## src/rtl/actuator_sequencer_if.sv

```systemverilog
// Command handshake between the processor and the actuator sequencer.
// The processor drives valid/target; the sequencer reports readiness.
interface actuator_sequencer_if;
    logic cmd_valid;
    logic cmd_pos;
    logic cmd_ready;

    modport master (output cmd_valid, output cmd_pos, input cmd_ready);
    modport slave  (input cmd_valid, input cmd_pos, output cmd_ready);
endinterface

```

## src/rtl/actuator_sequencer.sv

```systemverilog
// Two-position actuator stroke sequencer: commanded or autonomous strokes, then dwell.
// Define ACT_SEQ_ABORT_EN to add the abort input that cancels a stroke in progress.
module actuator_sequencer #(
    parameter int unsigned TRAVEL_CYCLES = 50000000,
    parameter int unsigned DWELL_CYCLES  = 25000000,
    parameter logic [7:0]  DUTY_EXTEND   = 8'd24,
    parameter logic [7:0]  DUTY_RETRACT  = 8'd12
) (
    input  logic                 clk,
    input  logic                 reset,
    actuator_sequencer_if.slave  cmd,
    input  logic                 auto_en,
`ifdef ACT_SEQ_ABORT_EN
    input  logic                 abort,
`endif
    output logic [7:0]           duty_cycle,
    output logic                 position,
    output logic                 busy,
    output logic                 done
);

    typedef enum logic [1:0] {
        IDLE  = 2'd0,
        MOVE  = 2'd1,
        DWELL = 2'd2
    } state_t;

    localparam logic [31:0] TRAVEL_LOAD = 32'(TRAVEL_CYCLES - 1);
    localparam logic [31:0] DWELL_LOAD  = 32'(DWELL_CYCLES - 1);

    state_t      state, state_nxt;
    logic [31:0] cnt, cnt_nxt;
    logic        target, target_nxt;
    logic        position_nxt;
    logic [7:0]  duty_nxt;
    logic        done_nxt;
    logic        req, req_pos, accept_ok;

    function automatic logic [7:0] duty_code(input logic pos);
        return pos ? DUTY_EXTEND : DUTY_RETRACT;
    endfunction

    assign cmd.cmd_ready = (state == IDLE);
    assign busy          = (state != IDLE);

    // An explicit command always beats the autonomous toggle request.
    assign req     = cmd.cmd_valid | auto_en;
    assign req_pos = cmd.cmd_valid ? cmd.cmd_pos : ~position;

`ifdef ACT_SEQ_ABORT_EN
    assign accept_ok = ~abort;
`else
    assign accept_ok = 1'b1;
`endif

    always_comb begin
        state_nxt    = state;
        cnt_nxt      = cnt;
        target_nxt   = target;
        position_nxt = position;
        duty_nxt     = duty_cycle;
        done_nxt     = 1'b0;

        case (state)
            IDLE: begin
                if (req && accept_ok) begin
                    target_nxt = req_pos;
                    if (req_pos != position) begin
                        state_nxt = MOVE;
                        duty_nxt  = duty_code(req_pos);
                        cnt_nxt   = TRAVEL_LOAD;
                    end else begin
                        // Already at the requested end: complete without travelling.
                        done_nxt = 1'b1;
                    end
                end
            end
            MOVE: begin
                if (cnt == 32'd0) begin
                    state_nxt    = DWELL;
                    position_nxt = target;
                    cnt_nxt      = DWELL_LOAD;
                end else begin
                    cnt_nxt = cnt - 32'd1;
                end
            end
            DWELL: begin
                if (cnt == 32'd0) begin
                    state_nxt = IDLE;
                    done_nxt  = 1'b1;
                end else begin
                    cnt_nxt = cnt - 32'd1;
                end
            end
            default: begin
                state_nxt = IDLE;
                cnt_nxt   = 32'd0;
            end
        endcase

`ifdef ACT_SEQ_ABORT_EN
        // Abort leaves position as last completed and drives the matching duty code.
        if (abort && (state != IDLE)) begin
            state_nxt    = IDLE;
            cnt_nxt      = 32'd0;
            position_nxt = position;
            duty_nxt     = duty_code(position);
            done_nxt     = 1'b0;
        end
`endif
    end

    always_ff @(posedge clk or posedge reset) begin
        if (reset) begin
            state      <= IDLE;
            cnt        <= 32'd0;
            target     <= 1'b0;
            position   <= 1'b0;
            duty_cycle <= DUTY_RETRACT;
            done       <= 1'b0;
        end else begin
            state      <= state_nxt;
            cnt        <= cnt_nxt;
            target     <= target_nxt;
            position   <= position_nxt;
            duty_cycle <= duty_nxt;
            done       <= done_nxt;
        end
    end

endmodule

```

## src/flat_wrapper.sv

```systemverilog
// flat-port wrapper written by rule: the top's interface ports become plain ports
module actuator_sequencer_flat 
#(
    parameter int unsigned TRAVEL_CYCLES = 50000000,
    parameter int unsigned DWELL_CYCLES  = 25000000,
    parameter logic [7:0]  DUTY_EXTEND   = 8'd24,
    parameter logic [7:0]  DUTY_RETRACT  = 8'd12
)
  (clk, reset, auto_en, duty_cycle, position, busy, done, cmd_cmd_valid, cmd_cmd_pos, cmd_cmd_ready);
  actuator_sequencer_if cmd_i ();
  input  logic clk;
  input  logic reset;
  input  logic auto_en;
  output logic [7:0] duty_cycle;
  output logic position;
  output logic busy;
  output logic done;
  input wire logic [$bits(cmd_i.cmd_valid)-1:0] cmd_cmd_valid;
  input wire logic [$bits(cmd_i.cmd_pos)-1:0] cmd_cmd_pos;
  output wire logic [$bits(cmd_i.cmd_ready)-1:0] cmd_cmd_ready;
  assign cmd_i.cmd_valid = cmd_cmd_valid;
  assign cmd_i.cmd_pos = cmd_cmd_pos;
  assign cmd_cmd_ready = cmd_i.cmd_ready;
  actuator_sequencer #(.TRAVEL_CYCLES(TRAVEL_CYCLES), .DWELL_CYCLES(DWELL_CYCLES), .DUTY_EXTEND(DUTY_EXTEND), .DUTY_RETRACT(DUTY_RETRACT)) u_core (.clk(clk), .reset(reset), .cmd(cmd_i), .auto_en(auto_en), .duty_cycle(duty_cycle), .position(position), .busy(busy), .done(done));
endmodule
```

## config.mk

```make
export PLATFORM = sky130hd
export DESIGN_NAME = actuator_sequencer_flat
export DESIGN_NICKNAME = d
export VERILOG_FILES = /design/src/rtl/actuator_sequencer_if.sv /design/src/rtl/actuator_sequencer.sv /design/src/flat_wrapper.sv
export SDC_FILE = /design/constraint.sdc
export NUM_CORES = 1
export LEC_CHECK = 0
export ABC_AREA = 1
export BUFFER_PORTS_ARGS = -buffer_cell sky130_fd_sc_hd__buf_2
export CAP_MARGIN = 10
export CORE_MARGIN = 4
export CORE_UTILIZATION = 60
export CTS_CLUSTER_SIZE = 10
export DETAILED_ROUTE_END_ITERATION = 10
export PLACE_DENSITY_LB_ADDON = 0.25
export REMOVE_ABC_BUFFERS = 1
export SETUP_SLACK_MARGIN = 0.1
export SYNTH_ARGS = -nofsm -noshare
export SYNTH_HDL_FRONTEND = slang
export SYNTH_SLANG_ARGS = --single-unit
```

## constraint.sdc

```tcl
create_clock -name clk -period 2.66 [get_ports clk]
set_clock_uncertainty 0.05 [all_clocks]
set_input_delay 0.399 -clock clk [delete_from_list [all_inputs] [get_ports clk]]
set_output_delay 0.399 -clock clk [all_outputs]
set_load 0.02 [all_outputs]
```

## Yosys cells after proc, flatten, opt, wreduce, memory -nomap -nowiden

Cells that the tools add are included.

- Bits in registers: 45
- Bits of input ports: 5
- Output and inout port bits: 12
- Word-level logic and storage cells: 41

- Add/sub/neg operators: 1
- Equal/unequal tests: 8
- Mux-type cells: 16
- Bitwise operators: 2
- Reductions and logical operators: 8

Operator list:

| operator | count |
|---|---|
| $mux 32 | 4 |
| $pmux 32 s3 | 1 |
| $logic_not 32->1 | 1 |
| $sub 32x1->32 const B | 1 |
| $mux 2 | 4 |
| $ne 2x1->1 const B | 4 |
| $pmux 2 s3 | 1 |
| $reduce_and 3->1 | 2 |
| $mux 5 | 1 |
| $mux 1 | 4 |
| $reduce_and 2->1 | 2 |
| $reduce_and 4->1 | 1 |
| $eq 2x1->1 const B | 1 |
| $eq 2x2->1 const B | 1 |
| $logic_not 2->1 | 1 |
| $ne 2x2->1 const B | 1 |
| $pmux 1 s2 | 1 |
| $reduce_bool 2->1 | 1 |
| $ne 1x1->1 | 1 |
| $not 1->1 | 1 |
| $or 1x1->1 | 1 |

## Longest topological paths before layout

- Word-level depth: 6
- Gate-level depth with buffers: 14
- Mapped depth without buffers: 13

## Worst setup path after synthesis

No wires, ideal clock.

- Kind: flip-flop to flip-flop
- From: register u_core.state[1]
- To: register u_core.duty_cycle[4]
- Data arrival time: 1,812 ps
- Slack: 679 ps
- Stages on the path, launching flop included: 8
- Buffers on the path: 0
- Clock period less this slack: 1,981 ps
- Path through: dfrtp_1 -> nor2_1 -> clkinv_1 -> nor2_1 -> inv_1 -> nor2_1 -> inv_1 -> o21a_1

- Cells in the longest elaborated chain, start to end: 2

Ends and longest elaborated chain:

| item | RTL line | text |
|---|---|---|
| start: declaration | actuator_sequencer.sv:31 | `state_t state, state_nxt;` |
| start signal: assignment | actuator_sequencer.sv:122 | `state <= state_nxt;` |
| $logic_not 2->1 | n/a |  |
| named net cmd_cmd_ready | flat_wrapper.sv:20 | `output wire logic [$bits(cmd_i.cmd_ready)-1:0] cmd_cmd_ready;` |
| $reduce_and 3->1 (no source line) | n/a |  |
| end signal: assignment | actuator_sequencer.sv:126 | `duty_cycle <= duty_nxt;` |
| end: declaration | actuator_sequencer.sv:16 | `output logic [7:0] duty_cycle,` |

The timed path passes the listed nets, and every way through them passes these cells.
A chain may end at the register's enable or synchronous reset.

## Final worst setup path

- From: register u_core.state[1]
- To: output port busy

- Cells in the longest elaborated chain, start to end: 1

Ends and longest elaborated chain:

| item | RTL line | text |
|---|---|---|
| $reduce_bool 2->1 | actuator_sequencer.sv:44 | `assign busy = (state != IDLE);` |
| end: declaration | flat_wrapper.sv:16 | `output logic busy;` |

Every way passes these cells.

==> key figures <==
CTS
  – Hold-fix buffers, CTS: 0
  – Setup bufs post-CTS: 0
  – Max Root-Sink Buffers: 2
  – CTS Buf Count: 5
  – Clk_lat worst skew: 300 ps
  – CTS HTree Levels: 2
  – CTS sink count: 39
  – CTS tree: built
  – Clock root buffer: clkbuf_8
  – Worst-path clk slew: 80 ps
  – CTS resizes: 0

Worst setup path
  – Reg2Reg Capture Point: u_core.cnt[7]
  – Crit path kind: register to primary output
  – Reg2Reg Depth: 13
  – R2r startpoint: u_core.cnt[0]
  – Worst Path Required: 2210 ps
  – Crit path launch type: register
  – Max Fanout on Critical Path: 8
  – Worst Setup End Kind: primary output
  – WP data arrival: 1690 ps
  – Setup slack, reg-to-reg: 540 ps

Global route
  – Met1 usage in global routing: 32.0%
  – First-pass GRT wire length: 10100 um
  – Gr ovfl total: 0
  – Initial antenna violation count: 0
  – Largest net degree at the start of global routing: 40
  – Met3 GRT Util: 5.74%
  – Vias in the first global route: 2257
  – GR peak layer: met2
  – Tot GR Track Use: 23.4%
  – Grt met2 use: 36.3%

Timing
  – Fmax: 0.468 GHz
  – Tcrit/Tclk final: 80.3%
  – Max-slew violation count: 0
  – Setup_tns: 0 ps
  – Slew @ Worst Pin: 506 ps
  – Final min period: 2140 ps
  – Setup-failing EPs final: 0
  – RSZ-0062 raised after global routing: false
  – Final hold vios: 0
  – Max-slew headroom: 66.1%

Synthesis
  – Area leader, netlist: dfrtp_1
  – Post-synth cell types: 31
  – Post-synthesis sequential area ratio: 36.0%
  – Count leader, synth: nand2_1
  – Share of the synthesized area in the top cell type: 35.0%
  – Yosys warning count: 0
  – Cell count after synthesis: 407
  – Cell Area, Synth: 2710 um2
  – Post-synth EDFFs: 0
  – Mean Syn Cell Area: 6.67 um2
  – Post-synthesis register bit count: 39
  – Dominant synthesized flop cell: dfrtp_1
  – Post-synth ARST share: 100%
  – Most instantiated cells after synthesis: nand2_1 (128), nor2_1 (62), inv_1 (48), dfrtp_1 (38), nand3_1 (21)
  – Largest cells by area after synthesis: dfrtp_1 (35%), nand2_1 (18%), nor2_1 (8.6%)

Detailed routing
  – DRT Wirelength: 6070 um
  – Drt first pass iters: 4
  – Routed vias/inst: 5.22
  – WL per Instance: 12.9 um
  – Vias: 2463
  – Routed Antenna Nets: 0
  – Initial DRC Count: 181
  – DRC errors left: 0

Die
  – Row count: 24
  – Boundary Pins: 17
  – Die Span Y: 75.3 um
  – Core ar.: 4350 um2
  – Initial core utilization: 62.3%
  – DIE AREA: 5660 um2
  – Die width: 75.3 um

Power and ir drop
  – Max IR drop VDD: 0.368 mV
  – Power Density: 399 nW/um2
  – Power Total: 0.00116 W
  – Leakage power: 1.48 nW

Place
  – # placed instances: 464
  – Post-DP HPWL: 4580 um
  – Port buffer count: 10
  – GP Congestion: 0.903
  – Dpl cell area: 2780 um2

Layout
  – Fill count: 388
  – Post-route insts no fill: 472
  – Fin area: 2900 um2
  – # nets final: 426
  – Diodes inserted: 0
  – Fin util: 66.6%
  – Proportion of layout cells with a drive suffix above 1: 11.7%
  – Area Growth Syn to Fin: 6.78%

Run status
  – Status: complete, no violations

Job
  – Max cap viols: 0

Worst hold path
  – Worst hold path type: primary input to async pin
[per-stage QoR]
stage | hold WS, ps | worst slack (ps)
finish | 158 | 525
global route | 199 | 269
CTS | 176 | 528
detailed placement | 408 | 547
global placement | 404 | 601
floorplan | 426 | 679
[layout by cell type, fill, tap and decap left out, drive strengths merged, types with 5 or more instances in the layout]
master / synthesis / final
a21oi: 5 / 5
buf: 10 / 11
nand3: 25 / 25
nor3: 5 / 5
o21ai: 28 / 28
inv: 53 / 53
dfrtp: 38 / 38
conb: 2 / 6
xor2: 15 / 15
clkbuf: 0 / 6
nand4: 5 / 5
nor2: 74 / 74
nand2: 134 / 134
[routing by layer]
| layer | vias to the layer above | wire, um |
|---|---|---|
| met1 | 1110 | 2830 |
| met2 | 69 | 2710 |
| met5 | - | 0 |
| met3 | 15 | 381 |
| met4 | 0 | 153 |
| li1 | 1269 | - |
[cell families after synthesis]
family | share of synthesized area (%)
adders and majority gates | 0.922
AOI/OAI and AO/OA | 7.42
xor gates and xnor gates | 5.81
and+or+nand+nor | 39.5
buffers and inverters | 10.1
other | 0.277
DFF | 36.0
[how the worst max path moves through the flow]
| stage | startpoint | to | slack [ps] | cells after the start |
|---|---|---|---|---|
| 6_report | u_core.state[1] | busy | 520 | 3 |
| 5_1_grt | u_core.cnt[0] | u_core.cnt[29] | 270 | 13 |
| 4_1_cts | u_core.cnt[0] | u_core.cnt[7] | 530 | 13 |
| 3_5_place_dp | u_core.cnt[0] | u_core.cnt[29] | 550 | 13 |
| 3_3_place_gp | u_core.cnt[0] | u_core.cnt[29] | 600 | 13 |
| 2_1_floorplan | u_core.state[1] | u_core.duty_cycle[4] | 680 | 7 |
[state kept, by name, summed over array words and instances (netlist names)]
register,count
u_core.done,1
u_core.cnt,32
u_core.duty_cycle,2
u_core.target,1
u_core.position,1
u_core.state,2
[worst max-delay path: stages, from the launching register on]
cell and delay (ps):
dfrtp_1 410, nor2_1 340, clkinv_1 380, buf_2 270
[report_power, final]
group,internal (W),leakage (nW),switching (W)
Sequential,0.000596,0.431,0.00000124
Combinational,0.00000778,0.987,0.0000284
Clock,0.000304,0.0612,0.000219
Total,0.000907,1.48,0.000249
[area by class of cell]
type	instances	area [um2]	area share, %
Clock inverter	2	35.0	1.21
Inverter	54	203	6.99
Timing Repair Buffer	11	57.6	1.99
Tap cell	52	65.1	2.25
Multi-Input combinational cell	308	1480	51.0
Clock buffer	6	82.6	2.85
Sequential cell	39	977	33.7
Note: power is estimated with default switching activity, not from simulation.
